$ cat src/rtl/m_ext_seq.sv
// m_ext_seq: RV32M issue/sequence controller.
// Decodes funct3, times the datapath, handles div corner cases and fused pairs.
module m_ext_seq #(
  parameter int MUL_CYCLES = 1,
  parameter int DIV_CYCLES = 4
) (
  input  logic        clk,
  input  logic        rst_n,
  input  logic        in_valid,
  output logic        in_ready,
  input  logic [2:0]  funct3,
  input  logic [31:0] rs1,
  input  logic [31:0] rs2,
  input  logic [4:0]  in_tag,
  input  logic        flush,
  output logic        out_valid,
  input  logic        out_ready,
  output logic [31:0] result,
  output logic [4:0]  out_tag,
  output logic [31:0] m_a,
  output logic [31:0] m_b,
  output logic        m_sign,
  output logic        m_mix,
  output logic        m_mult_or_div,
  input  logic [31:0] m_uh,
  input  logic [31:0] m_lh
);

  typedef enum logic [1:0] {
    IDLE,
    BUSY,
    DONE
  } state_t;

  localparam logic [15:0] MUL_LOAD = 16'(MUL_CYCLES - 1);
  localparam logic [15:0] DIV_LOAD = 16'(DIV_CYCLES - 1);

  state_t      state;
  state_t      state_nx;
  logic [15:0] cnt;
  logic        sel_uh;

  logic        c_valid;
  logic [31:0] c_a;
  logic [31:0] c_b;
  logic [31:0] c_uh;
  logic [31:0] c_lh;
  logic [2:0]  c_key;

  logic        d_sign;
  logic        d_mix;
  logic        d_uh;
  logic        is_div;
  logic        accept;
  logic        sp_zero;
  logic        sp_ovf;
  logic        special;
  logic        hit;
  logic [31:0] sp_res;
  logic [31:0] hit_res;
  logic        busy_end;

  assign in_ready  = (state == IDLE);
  assign out_valid = (state == DONE);
  assign accept    = in_valid & in_ready;
  assign is_div    = funct3[2];
  assign busy_end  = (state == BUSY) & (cnt == 16'd0);

  // funct3 decode into datapath controls and result half
  always_comb begin
    d_sign = 1'b0;
    d_mix  = 1'b0;
    d_uh   = 1'b0;
    unique case (funct3)
      3'b000: d_sign = 1'b1;
      3'b001: begin
        d_sign = 1'b1;
        d_uh   = 1'b1;
      end
      3'b010: begin
        d_sign = 1'b1;
        d_mix  = 1'b1;
        d_uh   = 1'b1;
      end
      3'b011: d_uh = 1'b1;
      3'b100: begin
        d_sign = 1'b1;
        d_uh   = 1'b1;
      end
      3'b101: d_uh = 1'b1;
      3'b110: d_sign = 1'b1;
      3'b111: d_sign = 1'b0;
    endcase
  end

  // divide corner cases and fused-pair lookup
  always_comb begin
    sp_zero = is_div & (rs2 == 32'd0);
    sp_ovf  = is_div & d_sign
            & (rs1 == 32'h8000_0000)
            & (rs2 == 32'hFFFF_FFFF);
    special = sp_zero | sp_ovf;
    if (sp_zero)
      sp_res = d_uh ? 32'hFFFF_FFFF : rs1;
    else
      sp_res = d_uh ? 32'h8000_0000 : 32'd0;
    hit = c_valid & ~flush
        & (rs1 == c_a) & (rs2 == c_b)
        & (c_key == {is_div, d_sign, d_mix});
    hit_res = d_uh ? c_uh : c_lh;
  end

  // state register
  always_ff @(posedge clk or negedge rst_n) begin
    if (!rst_n)
      state <= IDLE;
    else
      state <= state_nx;
  end

  // next state; flush beats completion and out_ready
  always_comb begin
    state_nx = state;
    unique case (state)
      IDLE: begin
        if (accept)
          state_nx = (special | hit) ? DONE : BUSY;
      end
      BUSY: begin
        if (flush)
          state_nx = IDLE;
        else if (cnt == 16'd0)
          state_nx = DONE;
      end
      DONE: begin
        if (flush || out_ready)
          state_nx = IDLE;
      end
      default: state_nx = IDLE;
    endcase
  end

  // operand/control latch, settle counter and result word
  always_ff @(posedge clk or negedge rst_n) begin
    if (!rst_n) begin
      cnt           <= 16'd0;
      result        <= 32'd0;
      out_tag       <= 5'd0;
      m_a           <= 32'd0;
      m_b           <= 32'd0;
      m_sign        <= 1'b0;
      m_mix         <= 1'b0;
      m_mult_or_div <= 1'b0;
      sel_uh        <= 1'b0;
    end else if (accept) begin
      m_a           <= rs1;
      m_b           <= rs2;
      m_sign        <= d_sign;
      m_mix         <= d_mix;
      m_mult_or_div <= is_div;
      sel_uh        <= d_uh;
      out_tag       <= in_tag;
      if (special)
        result <= sp_res;
      else if (hit)
        result <= hit_res;
      else
        cnt <= is_div ? DIV_LOAD : MUL_LOAD;
    end else if (state == BUSY && !flush) begin
      if (cnt == 16'd0)
        result <= sel_uh ? m_uh : m_lh;
      else
        cnt <= cnt - 16'd1;
    end
  end

  // last datapath result, reused by fused pairs
  always_ff @(posedge clk or negedge rst_n) begin
    if (!rst_n) begin
      c_valid <= 1'b0;
      c_a     <= 32'd0;
      c_b     <= 32'd0;
      c_uh    <= 32'd0;
      c_lh    <= 32'd0;
      c_key   <= 3'd0;
    end else if (flush) begin
      c_valid <= 1'b0;
    end else if (busy_end) begin
      c_valid <= 1'b1;
      c_a     <= m_a;
      c_b     <= m_b;
      c_uh    <= m_uh;
      c_lh    <= m_lh;
      c_key   <= {m_mult_or_div, m_sign, m_mix};
    end
  end

endmodule

$ cat config.mk
export PLATFORM = sky130hd
export DESIGN_NAME = m_ext_seq
export DESIGN_NICKNAME = d
export VERILOG_FILES = /design/src/rtl/m_ext_seq.sv
export SDC_FILE = /design/constraint.sdc
export NUM_CORES = 1
export LEC_CHECK = 0
export ABC_AREA = 1
export ABC_CLOCK_PERIOD_IN_PS = 5800
export CAP_MARGIN = 15
export CORE_ASPECT_RATIO = 1.4
export CORE_UTILIZATION = 58
export CTS_BUF_LIST = sky130_fd_sc_hd__clkbuf_4 sky130_fd_sc_hd__clkbuf_8
export DETAILED_ROUTE_END_ITERATION = 10
export PLACE_DENSITY = 0.95
export SYNTH_ARGS = -nofsm -noshare
export SYNTH_HDL_FRONTEND = slang
export SYNTH_SLANG_ARGS = --single-unit
$ cat constraint.sdc
create_clock -name clk -period 5.8 [get_ports clk]
set_clock_uncertainty 0.15 [all_clocks]
set_input_delay 1.16 -clock clk [delete_from_list [all_inputs] [get_ports clk]]
set_output_delay 1.16 -clock clk [all_outputs]
set_load 0.05 [all_outputs]
* Word level (Yosys, flattened, before mapping) *
Index checks and enable logic that the tools add are counted.

operators by class
  bitwise operators = 13
  reductions and logical operators = 16
  add/subtract/negate cells = 1
  equality and inequality tests = 20
  multiplexer cells = 27

operators with widths
  cell                   number
  $mux 32                10
  $mux 16                5
  $eq 32x32->1           2
  $eq 32x32->1 const B   2
  $logic_not 32->1       1
  $logic_not 16->1       1
  $sub 16x1->16 const B  1
  $mux 2                 6
  $and 1x1->1            10
  $reduce_or 5->1        2
  $eq 3x3->1 const B     3
  $eq 3x2->1 const B     2
  $ne 2x2->1 const B     3
  $pmux 2 s3             1
  $reduce_and 3->1       2
  $reduce_bool 2->1      3
  $mux 1                 5
  $ne 2x1->1 const B     2
  $reduce_and 4->1       1
  $eq 3x1->1 const B     1
  $eq 3x3->1             1
  $logic_not 3->1        1
  $ne 3x1->1 const B     1
  $ne 3x2->1 const B     1
  other kinds (9)        10

storage, ports and cells
  output and inout port bits = 106
  word-level logic and storage cells = 93
  register bits after elaboration = 255
  input port bits = 141

* Longest topological paths before layout *
  depth after elaboration = 11
  depth in mapped cells = 14
  gate-level depth less buffers = 13

* Least setup slack after synthesis *
No wires, ideal clock.

  kind = input-to-reg
  start point = in flush
  end point = reg cnt[15]
  arrival time = 2.320 ns
  path buffers = 0
  cell stages on the path = 8
  setup slack = 3.210 ns
  required time = 5.530 ns
  library setup time = 0.120 ns
  cells stage by stage = nor3_2 inv_1 nor2_2 inv_2 nor3_1 nand2_1 o21ai_0 nor2_1

between the ends
  word-level cells in the longest chain between the ends = 7
  elaborated cells on any way between the ends = 10
  those cells by class = eq/ne: 1; bitwise: 5; reduce/logical: 4

RTL lines
  element                         RTL line  RTL
  from (decl)                     15        input logic flush,
  $not 1->1 (no line)             -
  $and 1x1->1                     107       hit = c_valid & ~flush
  $and 1x1->1 (2 in series)       108       & (rs1 == c_a) & (rs2 == c_b)
  $and 1x1->1                     109       & (c_key == {is_div, d_sign, d_mix});
  $ne 2x2->1 (no line)            -
  $reduce_and 4->1 (no line) (*)  -
  to (signal assigned)            168       cnt <= is_div ? DIV_LOAD : MUL_LOAD;
  to (signal assigned)            173       cnt <= cnt - 16'd1;
  to (decl)                       40        logic [15:0] cnt;

Mark *: on every way between the ends. The rest lies on a longest branch, timed or not.
A chain may end at the register's enable or synchronous reset.

* Final worst setup path *
  start point = in funct3[2]
  end point = reg result[2]

between the ends
  word-level cells in the longest chain between the ends = 9
  elaborated cells on any way between the ends = 27
  those cells by class = eq/ne: 8; mux: 9; bitwise: 6; reduce/logical: 4

RTL lines
  element                                                       RTL line  RTL
  from (decl)                                                   11        input logic [2:0] funct3,
  $eq 3x3->1, or another cell as far along                      74        unique case (funct3)
  $reduce_or 5->1 (no line)                                     -
  $mux 1                                                        74
  $and 1x1->1                                                   99        sp_ovf = is_div & d_sign
  $and 1x1->1                                                   100       & (rs1 == 32'h8000_0000)
  $and 1x1->1                                                   101       & (rs2 == 32'hFFFF_FFFF);
  $or 1x1->1                                                    102       special = sp_zero | sp_ovf;
  $ne 3x1->1 (no line) / $mux 32 (equally long branches)        -
  $reduce_and 3->1 (no line) / $mux 32 (equally long branches)  -
  to (signal assigned)                                          164       result <= sp_res;
  to (signal assigned)                                          166       result <= hit_res;
  to (signal assigned)                                          171       result <= sel_uh ? m_uh : m_lh;
  to (decl)                                                     18        output logic [31:0] result,

Several ways; a longest one is shown, not always the timed one. The select of a mux whose other input is x is not followed.

==> flow_summary.json <==
{
  "utilization_pct": 75.1,
  "rsz0062_at_grt": "false",
  "seq_area_um2": 6380,
  "grt_overflow": 0,
  "core_area_um2": 21900,
  "antenna_found_initial": 3,
  "slew-limit-headroom_pct": 31.3,
  "place_congestion": 0.992,
  "setup_tns_ns": 0,
  "fp.dieW_um": 128,
  "synth_top_family_by_area": "simple AND/OR/NAND/NOR gates",
  "yosys_warnings": 0,
  "cts_tree": "done",
  "finalSetupViolCount": 0,
  "via_count": 12863,
  "drc": 0,
  "syn_area_um2": 12900,
  "place_area_um2": 15500,
  "start_kind": "input pin",
  "insertion_delay_ns": 0.55,
  "die_h_um": 178,
  "design_area_um2": 16400,
  "grt_max_degree": 159,
  "area_growth_pct": 27.3,
  "multi_input_area_um2": 5300,
  "finalCritPeriodShare_pct": 67.9,
  "max_cap_viol_count": 0,
  "hold_viol_final": 0,
  "ctsHoldBuffers": 0,
  "dr.pass1.iters": 6,
  "holdPathStages": 2,
  "yosysUniqueCellTypes": 32,
  "vdd_drop_max_mv": 0.363,
  "clk_path_buf_depth": 3,
  "powerDensity_nw_per_um2": 559,
  "nFillCells": 1493,
  "cts_buffers": 39,
  "grt_first_pass_wirelength_um": 64300,
  "root_buffer": "clkbuf_8",
  "ctsHtreeMaxLevel": 2,
  "status": "completed",
  "nNetsFinal": 2103,
  "r2r-start": "state[0]",
  "synthMuxAreaShare_pct": 1.40,
  "pin_count": 247,
  "min_from": "out_tag[0]",
  "grt_pass1_vias": 12589,
  "synth_fp_nets": 1887,
  "min_period_ns": 3.94,
  "die-area_um2": 22800,
  "postCtsSetupBuffers": 0,
  "hpwl_um": 28300,
  "synthCells": 1745,
  "hp-class": "flop to flop",
  "drv_slew": 0,
  "routedWlPerCell_um": 17.8,
  "r2r_cells": 7,
  "power_leakage_nw": 8.42,
  "crit_arrival_ns": 4.27,
  "syn_area_per_cell_um2": 7.39,
  "required_ns": 6.13,
  "numPortBuffers": 246,
  "hold-path-endpoint": "out_tag[0]",
  "critical_path_class": "input pin to flop",
  "via_per_inst": 5.61,
  "power.total_w": 0.00917,
  "r2r_end": "result[2]",
  "detail_route.iter0.violations": 1408,
  "start_util_pct": 59.0,
  "ys_seq_elements": 255,
  "drive_gt1_share_pct": 5.88,
  "grtUsageTotal_pct": 36.8,
  "synthAdderAreaFrac_pct": 0.0970,
  "synth_xor_area_share_pct": 0.747,
  "wl_um": 40800,
  "ant_nets": 0,
  "synth_compound_area_share_pct": 12.5,
  "synth-seq-area-share_pct": 49.5,
  "num_rows": 64,
  "fmax_mhz": 254,
  "worstPathMaxFanout": 33,
  "worstSetupEndpointType": "flop",
  "cts.repair.resized": 0,
  "clkSinkCount": 255,
  "layout_commonest_cell": "nand2_1",
  "path_clk_slew_ns": 0.07,
  "synth-simple-area-share_pct": 26.2,
  "tightest_slew_ns": 1.03,
  "layout_common_cells": "nand2_1 (517), dfrtp_1 (254), clkdlybuf4s50_1 (245), inv_1 (225), nor2_1 (209)",
  "timing.reg2reg.setup_slack_ns": 2.37
}
==> worst max path at each step <==
stage	startpoint	endpoint	depth (start not counted)
after floorplan	flush	cnt[15]	8
after global placement	funct3[0]	result[23]	14
after detailed placement	funct3[0]	result[28]	14
after CTS	funct3[2]	result[2]	15
final	funct3[2]	result[2]	15
after global routing	funct3[2]	result[2]	15
==> cell type report <==
cell class,count,share of cell area (%)
Sequential cell,255,38.9
Multi-Input combinational cell,1177,32.3
Timing Repair Buffer,258,15.7
Inverter,230,5.26
Clock buffer,64,5.02
Tap cell,297,2.26
Clock inverter,7,0.518
Antenna cell,3,0.0457
==> metal layers <==
| metal | GRT usage (%) | wire length (um) | share of wire (%) | up-vias |
|---|---|---|---|---|
| li1 | - | - | - | 5914 |
| met1 | 43.6 | 14600 | 36 | 6019 |
| met2 | 61.0 | 19800 | 49 | 752 |
| met3 | 5.79 | 3310 | 8.1 | 178 |
| met4 | 26.3 | 3070 | 7.5 | 0 |
| met5 | 0 | 0 | 0 | - |
==> sequential cells by signal (all words and copies together), names as in the netlist, 16 cells and up <==
| signal | cells |
|---|---|
| c_uh | 32 |
| result | 32 |
| m_a | 32 |
| c_lh | 32 |
| c_b | 32 |
| m_b | 32 |
| c_a | 32 |
| cnt | 16 |
==> power by group <==
group / switching (W) / internal (W)
clock: 0.000725 / 0.000989
sequential: 0.000499 / 0.00251
combinational: 0.00302 / 0.00142
==> critical path, cell delays in order <==
cell and delay (ns):
clkdlybuf4s50_1 0.56, inv_2 0.13, nor2_1 0.05, nand2_1 0.12
nor2_1 0.05, nand2_1 0.08, nor2_2 0.04, nand3_2 0.06
buf_4 0.37, nand2_1 0.15, inv_2 0.09, nand3_2 0.40
nand2_2 0.70, nand2_1 0.15, nand2_1 0.11
==> synthesized netlist by cell type (all sizes together) <==
library cell | count | area (um^2)
nand2 | 520 | 1960
dfrtp | 255 | 6380
inv | 230 | 863
nor2 | 211 | 797
o21ai | 162 | 815
a21oi | 107 | 536
nand3 | 88 | 455
clkbuf | 46 | 173
buf | 37 | 199
a211oi | 31 | 233
mux2 | 16 | 180
nand4 | 13 | 81.3
xnor2 | 11 | 96.3
nor3 | 6 | 40.0
a21boi | 2 | 15.0
and2 | 2 | 12.5
nand3b | 2 | 15.0
ha | 1 | 12.5
nor4 | 1 | 6.26
nor4b | 1 | 8.76
o211ai | 1 | 7.51
o221ai | 1 | 8.76
or2 | 1 | 6.26
==> cell families (layout without fill, tap and decap cells) <==
family | count (synthesis) | after routing
AOI/OAI and AO/OA | 304 | 304
xor gates and xnor gates | 11 | 11
adders and majority gates | 1 | 1
buffers and inverters | 313 | 559
DFF | 255 | 255
muxes | 16 | 16
other | 0 | 3
and+or+nand+nor | 845 | 845
==> through the flow <==
step | setup WS, ns | hold slack [ns] | std cells
after detailed placement | 1.48 | 0.318 | 2217
after global placement | 1.56 | 0.306 | 2217
final | 1.86 | 0.338 | 2291
after CTS | 1.97 | 0.336 | 2288
after floorplan | 3.21 | 0.303 | 1745
after global routing | 1.69 | 0.356 | 2291
(Power assumes the default switching activity.)
